`src/rtl/voice_allocator.sv`:
```
// Polyphonic voice allocator: maps key press/release events onto NVOICES oscillator
// voices, preferring a retrigger, then a free voice, then stealing the oldest one.
module voice_allocator #(
   parameter int NVOICES = 4,
   parameter int INC_W   = 18,
   parameter int AGE_W   = 8
) (
   input  logic                     clk,
   input  logic                     rst_n,
   input  logic                     key_valid,
   input  logic                     key_on,
   input  logic [3:0]               key_num,
   output logic                     key_ready,
   input  logic                     all_off,
   output logic [NVOICES-1:0]       voice_gate,
   output logic [NVOICES*INC_W-1:0] voice_inc,
   output logic [NVOICES*4-1:0]     voice_key,
   output logic                     steal
);
   localparam int IDX_W = $clog2(NVOICES);
   localparam logic [1:0] ST_IDLE   = 2'd0;
   localparam logic [1:0] ST_SEARCH = 2'd1;
   localparam logic [1:0] ST_COMMIT = 2'd2;
   localparam logic [AGE_W-1:0] AGE_MAX = '1;

   logic [1:0]         state_q, state_d;
   logic               key_ready_q, key_ready_d;
   logic               ev_on_q, ev_on_d;
   logic [3:0]         ev_key_q, ev_key_d;
   logic [IDX_W-1:0]   tgt_q, tgt_d;
   logic               steal_pend_q, steal_pend_d;
   logic               steal_q, steal_d;
   logic [NVOICES-1:0] gate_q, gate_d;
   logic [INC_W-1:0]   inc_q [NVOICES];
   logic [INC_W-1:0]   inc_d [NVOICES];
   logic [3:0]         key_q [NVOICES];
   logic [3:0]         key_d [NVOICES];
   logic [AGE_W-1:0]   age_q [NVOICES];
   logic [AGE_W-1:0]   age_d [NVOICES];

   logic               hit_found, free_found;
   logic [IDX_W-1:0]   hit_idx, free_idx, old_idx;
   logic [AGE_W-1:0]   old_age;

   // Equal-tempered increments for one octave; the upper octave is a left shift.
   function automatic logic [INC_W-1:0] key_inc(input logic [3:0] k);
      logic [3:0]  idx;
      logic [14:0] base;
      idx = (k >= 4'd12) ? k - 4'd12 : k;
      case (idx)
         4'd0:    base = 15'd8779;
         4'd1:    base = 15'd9301;
         4'd2:    base = 15'd9854;
         4'd3:    base = 15'd10440;
         4'd4:    base = 15'd11060;
         4'd5:    base = 15'd11718;
         4'd6:    base = 15'd12415;
         4'd7:    base = 15'd13153;
         4'd8:    base = 15'd13935;
         4'd9:    base = 15'd14764;
         4'd10:   base = 15'd15642;
         default: base = 15'd16572;
      endcase
      key_inc = INC_W'(base);
      if (k >= 4'd12) key_inc = key_inc << 1;
   endfunction

   // Candidate voices for the latched key; ties on age resolve to the lowest index.
   // NOTE: combinational blocks use blocking '=' so later loop iterations see earlier results.
   always_comb begin
      hit_found  = 1'b0;
      hit_idx    = '0;
      free_found = 1'b0;
      free_idx   = '0;
      old_idx    = '0;
      old_age    = age_q[0];
      for (int v = 0; v < NVOICES; v++) begin
         if (!hit_found && gate_q[v] && key_q[v] == ev_key_q) begin
            hit_found = 1'b1;
            hit_idx   = IDX_W'(v);
         end
         if (!free_found && !gate_q[v]) begin
            free_found = 1'b1;
            free_idx   = IDX_W'(v);
         end
         if (age_q[v] > old_age) begin
            old_age = age_q[v];
            old_idx = IDX_W'(v);
         end
      end
   end

   always_comb begin
      state_d      = state_q;
      ev_on_d      = ev_on_q;
      ev_key_d     = ev_key_q;
      tgt_d        = tgt_q;
      steal_pend_d = steal_pend_q;
      steal_d      = 1'b0;
      gate_d       = gate_q;
      inc_d        = inc_q;
      key_d        = key_q;
      age_d        = age_q;
      case (state_q)
         ST_IDLE: begin
            if (key_valid && key_ready_q) begin
               state_d  = ST_SEARCH;
               ev_on_d  = key_on;
               ev_key_d = key_num;
            end
         end
         ST_SEARCH: begin
            state_d      = ST_COMMIT;
            steal_pend_d = 1'b0;
            if (hit_found) begin
               tgt_d = hit_idx;
            end else if (free_found) begin
               tgt_d = free_idx;
            end else begin
               tgt_d        = old_idx;
               steal_pend_d = 1'b1;
            end
         end
         ST_COMMIT: begin
            state_d = ST_IDLE;
            if (ev_on_q) begin
               steal_d = steal_pend_q;
               for (int v = 0; v < NVOICES; v++) begin
                  if (v == int'(tgt_q)) begin
                     gate_d[v] = 1'b1;
                     key_d[v]  = ev_key_q;
                     inc_d[v]  = key_inc(ev_key_q);
                     age_d[v]  = '0;
                  end else if (gate_q[v] && age_q[v] != AGE_MAX) begin
                     age_d[v] = age_q[v] + 1'b1;
                  end
               end
            end else begin
               // Release only drops the gate; pitch and key stay for the release tail.
               for (int v = 0; v < NVOICES; v++) begin
                  if (gate_q[v] && key_q[v] == ev_key_q) gate_d[v] = 1'b0;
               end
            end
         end
         default: state_d = ST_IDLE;
      endcase
      if (all_off) begin
         state_d = ST_IDLE;
         steal_d = 1'b0;
         gate_d  = '0;
         for (int v = 0; v < NVOICES; v++) age_d[v] = '0;
      end
      key_ready_d = (state_d == ST_IDLE);
   end

   always_ff @(posedge clk) begin
      if (!rst_n) begin
         state_q      <= ST_IDLE;
         key_ready_q  <= 1'b0;
         ev_on_q      <= 1'b0;
         ev_key_q     <= '0;
         tgt_q        <= '0;
         steal_pend_q <= 1'b0;
         steal_q      <= 1'b0;
         gate_q       <= '0;
         // NOTE: the voice arrays drive outputs and steer age-based stealing, so they are reset too.
         for (int v = 0; v < NVOICES; v++) begin
            inc_q[v] <= '0;
            key_q[v] <= '0;
            age_q[v] <= '0;
         end
      end else begin
         state_q      <= state_d;
         key_ready_q  <= key_ready_d;
         ev_on_q      <= ev_on_d;
         ev_key_q     <= ev_key_d;
         tgt_q        <= tgt_d;
         steal_pend_q <= steal_pend_d;
         steal_q      <= steal_d;
         gate_q       <= gate_d;
         inc_q        <= inc_d;
         key_q        <= key_d;
         age_q        <= age_d;
      end
   end

   for (genvar g = 0; g < NVOICES; g++) begin : g_pack
      assign voice_inc[g*INC_W +: INC_W] = inc_q[g];
      assign voice_key[g*4 +: 4]         = key_q[g];
   end

   assign voice_gate = gate_q;
   assign key_ready  = key_ready_q;
   assign steal      = steal_q;

endmodule
```
`config.mk`:
```
export PLATFORM = sky130hd
export DESIGN_NAME = voice_allocator
export DESIGN_NICKNAME = d
export VERILOG_FILES = /design/src/rtl/voice_allocator.sv
export SDC_FILE = /design/constraint.sdc
export NUM_CORES = 1
export LEC_CHECK = 0
export BUFFER_PORTS_ARGS = -buffer_cell sky130_fd_sc_hd__buf_2
export CAP_MARGIN = 0
export CELL_PAD_IN_SITES_DETAIL_PLACEMENT = 1
export CELL_PAD_IN_SITES_GLOBAL_PLACEMENT = 2
export CORE_MARGIN = 10
export CORE_UTILIZATION = 34
export DETAILED_ROUTE_END_ITERATION = 6
export GPL_TIMING_DRIVEN = 0
export HOLD_SLACK_MARGIN = 0.08
export PLACE_DENSITY = 0.77
export SYNTH_ARGS = -nofsm -noshare
export SYNTH_HDL_FRONTEND = slang
export SYNTH_SLANG_ARGS = --single-unit
```
`constraint.sdc`:
```
create_clock -name clk -period 4.47 [get_ports clk]
set_input_delay 1.341 -clock clk [delete_from_list [all_inputs] [get_ports clk]]
set_output_delay 1.341 -clock clk [all_outputs]
set_load 0.1 [all_outputs]
```
==> reports/results.txt, run 1 <==
status - finished clean
total CTS buffers - 17
largest cells by area after synthesis - dfxtp_1 (40%), nand2_1 (8.2%), ha_1 (7.0%)
GR Util All Layers - 18.0%
Placer Congestion - 0.877
main flop type after synthesis - dfxtp_1
initial antenna violation count - 0
worst setup path startpoint - age_q[25]$_SDFFE_PP0P_
CP most frequent cell - ha_1
final max-slew violation count - 0
Core Rows - 50
fin nets - 915
RSZ-0062 raised after global routing - true
yosys warns - 0
Worst VDD drop - 0.260 mV
Seq cells post-synth - 128
worst path arrival time - 4.64 ns
layout cells sized above 1 - 20.7%
htree depth - 4
largest stage delay on the critical path - 0.38 ns
synth unique cells - 52
final core utilization - 42.7%
hold path start - voice_inc[7]$_SDFFE_PN0P_
final worst-path cycle share - 95.7%
number of flops mapped to enable cells by yosys - 0
most common cell in the netlist - nand2_1
first-pass GRT wire length - 34.6 mm
Final Hold Fails - 0
maximum fanout along the worst path - 7
Min Clock Period, post-route - 4.28 ns
Post-CTS Hold Buffers - 0
Max Freq - 0.234 GHz
CTS tree - yes
DIE WIDTH - 157 µm
core box area - 18600 µm²
Remaining Overflow, GRT - 0
Avg Vias per Cell - 5.15
ys async rst share - 0%
vias - 5751
largest net degree at the start of global routing - 17
DR iter-0 viols - 265
Leakage Power - 3.73 nW
Non-Filler Instances - 1116
Synth Instances - 747
pwr/cell area - 354 nW/µm²
dominant cell type by area after synthesis - dfxtp_1
CP Launch Type - flip-flop
DRC viols - 0
Initial DRT Pass Iterations - 4
Post-Syn Area per Cell - 8.59 µm²
reg-to-reg startpoint - age_q[25]$_SDFFE_PP0P_
buffers added on ports - 93
Root Driver - clkbuf_16
clk_skew - 0.00986 ns
vias in the first global route - 6270
Setup CP Type - reg2reg
post-DP HPWL - 16.3 mm
die area - 24800 µm²
Max-Cap Viols - 0
register area share after synthesis - 39.9%
Worst slew margin - 41.6%
# diodes - 0
share of the synthesized area in the top cell type - 39.9%
I/O Pins - 103
crit path capture type - flip-flop
placed cells - 1081
Pwr Total - 2.82 mW
top cells by count, synth - nand2_1 (140), dfxtp_1 (128), nor2_1 (49)
Clock Latency Late Sink - 0.43 ns
Routed WL - 21.8 mm
Crit-path slowest cell - dfxtp_4
die height - 157 µm
worst slew pin tran - 0.873 ns
worst hold path class - reg2reg
synthesized area - 6420 µm²
Clock Sinks - 128
Starting Density - 34.4%
CTS Buffer Depth - 2
Clock transition at path regs - 0.06 ns
worst-path cell chain - inv_1 > ha_1 > nor2b_1 > o211ai_1 > a21oi_2 > o22ai_2 > clkbuf_4 > mux2i_2 > ha_1 > nand4_1 > or2_2 > o21ai_4 > buf_12 > mux2_2 > ha_1 > nand4_1 > a21oi_1 > o22ai_2 > and3_1 > o21ai_1
critical path data required time - 4.83 ns
P&R area growth vs syn - 24.1%
routed length per instance - 19.6 µm
Final Setup Violations - 0
post-route ant nets - 0
worst max-delay path, delay by kind of cell, from the launching register on:
kind	cells	cell delay, ns
buffers and inverters	3	0.44
AO/OA/AOI/OAI	7	0.94
AND/OR/NAND/NOR	5	1.02
flip-flops	1	0.38
adder cells (fa/ha/maj)	3	0.78
multiplexers	2	0.62
final cells by class:
cell class	instances	area (µm²)
Fill cell	2253	10700
Multi-Input combinational cell	555	3640
Sequential cell	128	2570
Timing Repair Buffer	97	508
Clock buffer	17	425
Tap cell	234	293
Buffer	47	229
Clock inverter	14	203
Inverter	24	90.1
layout by cell type (no fill, tap or decap), types with 22 or more instances in the layout:
master    count
a21boi_0     37
a21oi_1      33
buf_2       102
clkbuf_1     28
dfxtp_1     121
ha_1         36
inv_1        24
nand2_1     140
nor2_1       49
o211a_1      37
o21ai_0      22
xor2_1       22
timing repair:
action / in CTS / in global routing
buffers inserted: 2 / 1
cloned: 0 / 1
resized for setup: 3 / 23
setup endpoints to repair: 2 / 2
pin swaps: 1 / 4
worst paths after layout:
kind	to	slack (ns)	cells after the start
min	voice_inc[7]$_SDFFE_PN0P_	0.47	2
min reg2reg	voice_inc[7]$_SDFFE_PN0P_	0.47	2
max reg2reg	tgt_q[1]$_SDFFE_PN0N_	0.19	20
max	tgt_q[1]$_SDFFE_PN0N_	0.19	20
routing by layer:
layer	share of wire [%]	GRT usage (%)	up-vias
met5	0	0	-
met4	1.0	5.08	0
met3	4.1	4.48	17
met2	53	32.3	99
met1	42	20.5	2810
li1	-	-	2825
kinds of logic after synthesis:
| logic type | after synthesis | synth area share (%) |
|---|---|---|
| xor gates and xnor gates | 36 | 4.91 |
| adders and majority gates | 36 | 7.02 |
| AOI/OAI and AO/OA | 166 | 19.2 |
| DFF | 128 | 39.9 |
| muxes | 21 | 3.45 |
| and+or+nand+nor | 288 | 20.6 |
| buffers and inverters | 71 | 4.87 |
| other | 1 | 0.0584 |
metrics by stage:
step,setup WS [ns],TNS [ns],instance area (µm²),hold slack (ns)
final,0.194,0,7970,0.472
after global placement,-0.0840,-0.137,7200,0.456
after detailed placement,-0.264,-0.472,7200,0.458
after CTS,0.0566,0,7870,0.476
after floorplan,0.489,0,6440,0.453
after global routing,-0.0573,-0.111,7970,0.499
flip-flops by register name (all words and copies together) (netlist names):
| signal | flops |
|---|---|
| age_q | 32 |
| ev_key_q | 4 |
| ev_on_q | 1 |
| key_ready | 1 |
| state_q | 2 |
| steal | 1 |
| steal_pend_q | 1 |
| tgt_q | 2 |
| voice_gate | 4 |
| voice_inc | 64 |
| voice_key | 16 |
where the power goes:
part | switching, mW | leakage (nW) | internal (mW) | total (mW)
Sequential | 0.00367 | 1.04 | 1.14 | 1.15
Clock | 0.573 | 0.293 | 0.938 | 1.51
Combinational | 0.124 | 2.40 | 0.0402 | 0.164
Power figures use the tool's default switching activity.
==> run 2, diff against run 1 <==
- CORE_MARGIN: 10 -> not set
==> run 2 against run 1 <==
  * Sequential share of layout area increased by 0.10 points
  * Global-route usage up 4.3 points
  * Combinational power is essentially flat
  * Non-clock buffer count is 4 higher
  * Largest cell class unchanged
  * Worst hold slack got worse by 0.0035 ns
  * Total power fell by 0.54%
  * Critical endpoint is now tgt_q[0]$_SDFFE_PN0N_
  * Highest routed layer unchanged
  * Cell count did not move
  * Clock power about the same
==> reports/results.txt, run 2 (synthesized netlist as in run 1, its figures left out) <==
status - finished clean
Crit-path slowest cell - dfxtp_2
flop2flop setup slack - 0.26 ns
Min Hold Slack - 0.469 ns
Placed Instance Area - 7200 µm²
Leakage Power - 3.75 nW
Buffers & Inverters on Critical Path - 3
internal power - 2.08 mW
initial antenna violation count - 0
Sequential Power Share - 40.9%
Starting Density - 35.2%
Sw Ratio - 25.9%
maximum fanout along the worst path - 5
DIE WIDTH - 139 µm
core box area - 18200 µm²
Final Hold Fails - 0
TNS Setup - 0 ns
Critical R2R Capture - tgt_q[0]$_SDFFE_PN0N_
clk_skew - 0.0113 ns
Clock transition at path regs - 0.07 ns
Routed WL - 20.7 mm
clock network fraction of total power - 53.2%
combinational power share - 5.9%
FF-to-FF path depth - 19
worst setup margin - 0.261 ns
placed cells - 1076
crit path capture type - flip-flop
CP most frequent cell - ha_1
Clock Latency Late Sink - 0.43 ns
GR Util All Layers - 22.2%
Clock Sinks - 128
Worst VDD drop - 0.251 mV
Initial DRT Pass Iterations - 4
Final Setup Violations - 0
worst path arrival time - 4.52 ns
vias - 5772
Root Driver - clkbuf_16
worst hold path class - reg2reg
final worst-path cycle share - 94.2%
largest net degree at the start of global routing - 17
die area - 19400 µm²
die height - 139 µm
vias in the first global route - 6185
max reg flops - 64
routed length per instance - 18.5 µm
CP Launch Type - flip-flop
worst slew pin tran - 0.935 ns
post-route ant nets - 0
Max-Cap Viols - 0
CTS tree - yes
DP Worst Slack - -0.207 ns
CTS Buffer Depth - 2
P_sw - 0.726 mW
post-DP HPWL - 15.5 mm
Min Clock Period, post-route - 4.21 ns
first-pass GRT wire length - 33.4 mm
worst-path cell chain - inv_1 > ha_1 > nor2b_1 > o211ai_1 > a21oi_1 > o22ai_2 > buf_2 > mux2_2 > ha_1 > nand4_1 > or2_2 > o21ai_4 > buf_4 > mux2_2 > ha_1 > nand4_1 > o22ai_2 > o211ai_1 > o2bb2ai_1
hold path start - voice_inc[61]$_SDFFE_PN0P_
Post-CTS Hold Buffers - 0
Max Freq - 0.238 GHz
final max-slew violation count - 0
Setup CP Type - reg2reg
DR iter-0 viols - 218
I/O Pins - 103
Pwr Total - 2.81 mW
Placer Congestion - 0.835
htree depth - 4
critical path data required time - 4.78 ns
DRC viols - 0
worst hold path depth - 2
largest stage delay on the critical path - 0.39 ns
P&R area growth vs syn - 23.6%
Avg Vias per Cell - 5.17
cell area after layout - 7930 µm²
buffers added on ports - 93
Non-Filler Instances - 1116
delay-heaviest family, CP - compound AO/OA/AOI/OAI gates
final core utilization - 43.6%
layout cells sized above 1 - 20.5%
fin nets - 919
Remaining Overflow, GRT - 0
WP depth - 19
Worst slew margin - 37.0%
hold path endpoint - voice_inc[61]$_SDFFE_PN0P_
Core Rows - 49
commonest non-fill, non-tap cell in the layout - nand2_1
# diodes - 0
most frequent cells in the layout - nand2_1 (140), dfxtp_1 (122), buf_2 (103)
total CTS buffers - 17
reg-to-reg startpoint - age_q[25]$_SDFFE_PP0P_
pwr/cell area - 354 nW/µm²
[run 2: timing repair]
| action | 4_1_cts | 5_1_grt |
|---|---|---|
| pin swaps | 1 | 2 |
| gates cloned | 0 | 1 |
| endpoints found under the setup margin | 2 | 2 |
| setup buffers | 3 | 4 |
| gates resized for setup | 3 | 15 |
[run 2: worst reg2reg max path: stages (launching register included)]
cell and delay [ns]:
dfxtp_2 0.39, inv_1 0.06, ha_1 0.29, nor2b_1 0.14, o211ai_1 0.15, a21oi_1 0.10
o22ai_2 0.15, buf_2 0.20, mux2_2 0.36, ha_1 0.28, nand4_1 0.09, or2_2 0.32
o21ai_4 0.12, buf_4 0.17, mux2_2 0.34, ha_1 0.30, nand4_1 0.16, o22ai_2 0.22
o211ai_1 0.14, o2bb2ai_1 0.15
[run 2: worst max-delay path by stage]
stage                           startpoint                     to
floorplan           age_q[25]$_SDFFE_PP0P_  tgt_q[0]$_SDFFE_PN0N_
global placement    age_q[25]$_SDFFE_PP0P_  tgt_q[0]$_SDFFE_PN0N_
detailed placement  age_q[25]$_SDFFE_PP0P_  tgt_q[0]$_SDFFE_PN0N_
CTS                 age_q[25]$_SDFFE_PP0P_  tgt_q[0]$_SDFFE_PN0N_
global route        age_q[25]$_SDFFE_PP0P_  tgt_q[0]$_SDFFE_PN0N_
finish              age_q[25]$_SDFFE_PP0P_  tgt_q[0]$_SDFFE_PN0N_
[run 2: cell type report]
type	instances	area [µm²]
plain buffers	47	229
flip-flops and latches	128	2570
well taps	229	287
repair buffers	101	523
inverters	24	90.1
clock inverters	14	190
fillers	2171	10300
multi-input cells	555	3610
clock buffers	18	429
[run 2: power groups by stage]
| stage | Clock (mW) | Combinational (mW) | Sequential, mW |
|---|---|---|---|
| 2_1_floorplan | 0 | 0.113 | 1.18 |
| 5_1_grt | 1.57 | 0.178 | 1.15 |
| 4_1_cts | 1.51 | 0.165 | 1.15 |
| 6_report | 1.49 | 0.165 | 1.15 |
| 3_3_place_gp | 0 | 0.163 | 1.17 |
| 3_5_place_dp | 0 | 0.165 | 1.17 |
[run 2: layer usage]
layer	track usage, %	up-vias	part of all wire, %
li1	-	2824	-
met4	8.42	0	2.0
met2	38.6	100	50
met3	4.58	27	2.9
met1	26.9	2821	45
met5	0	-	0
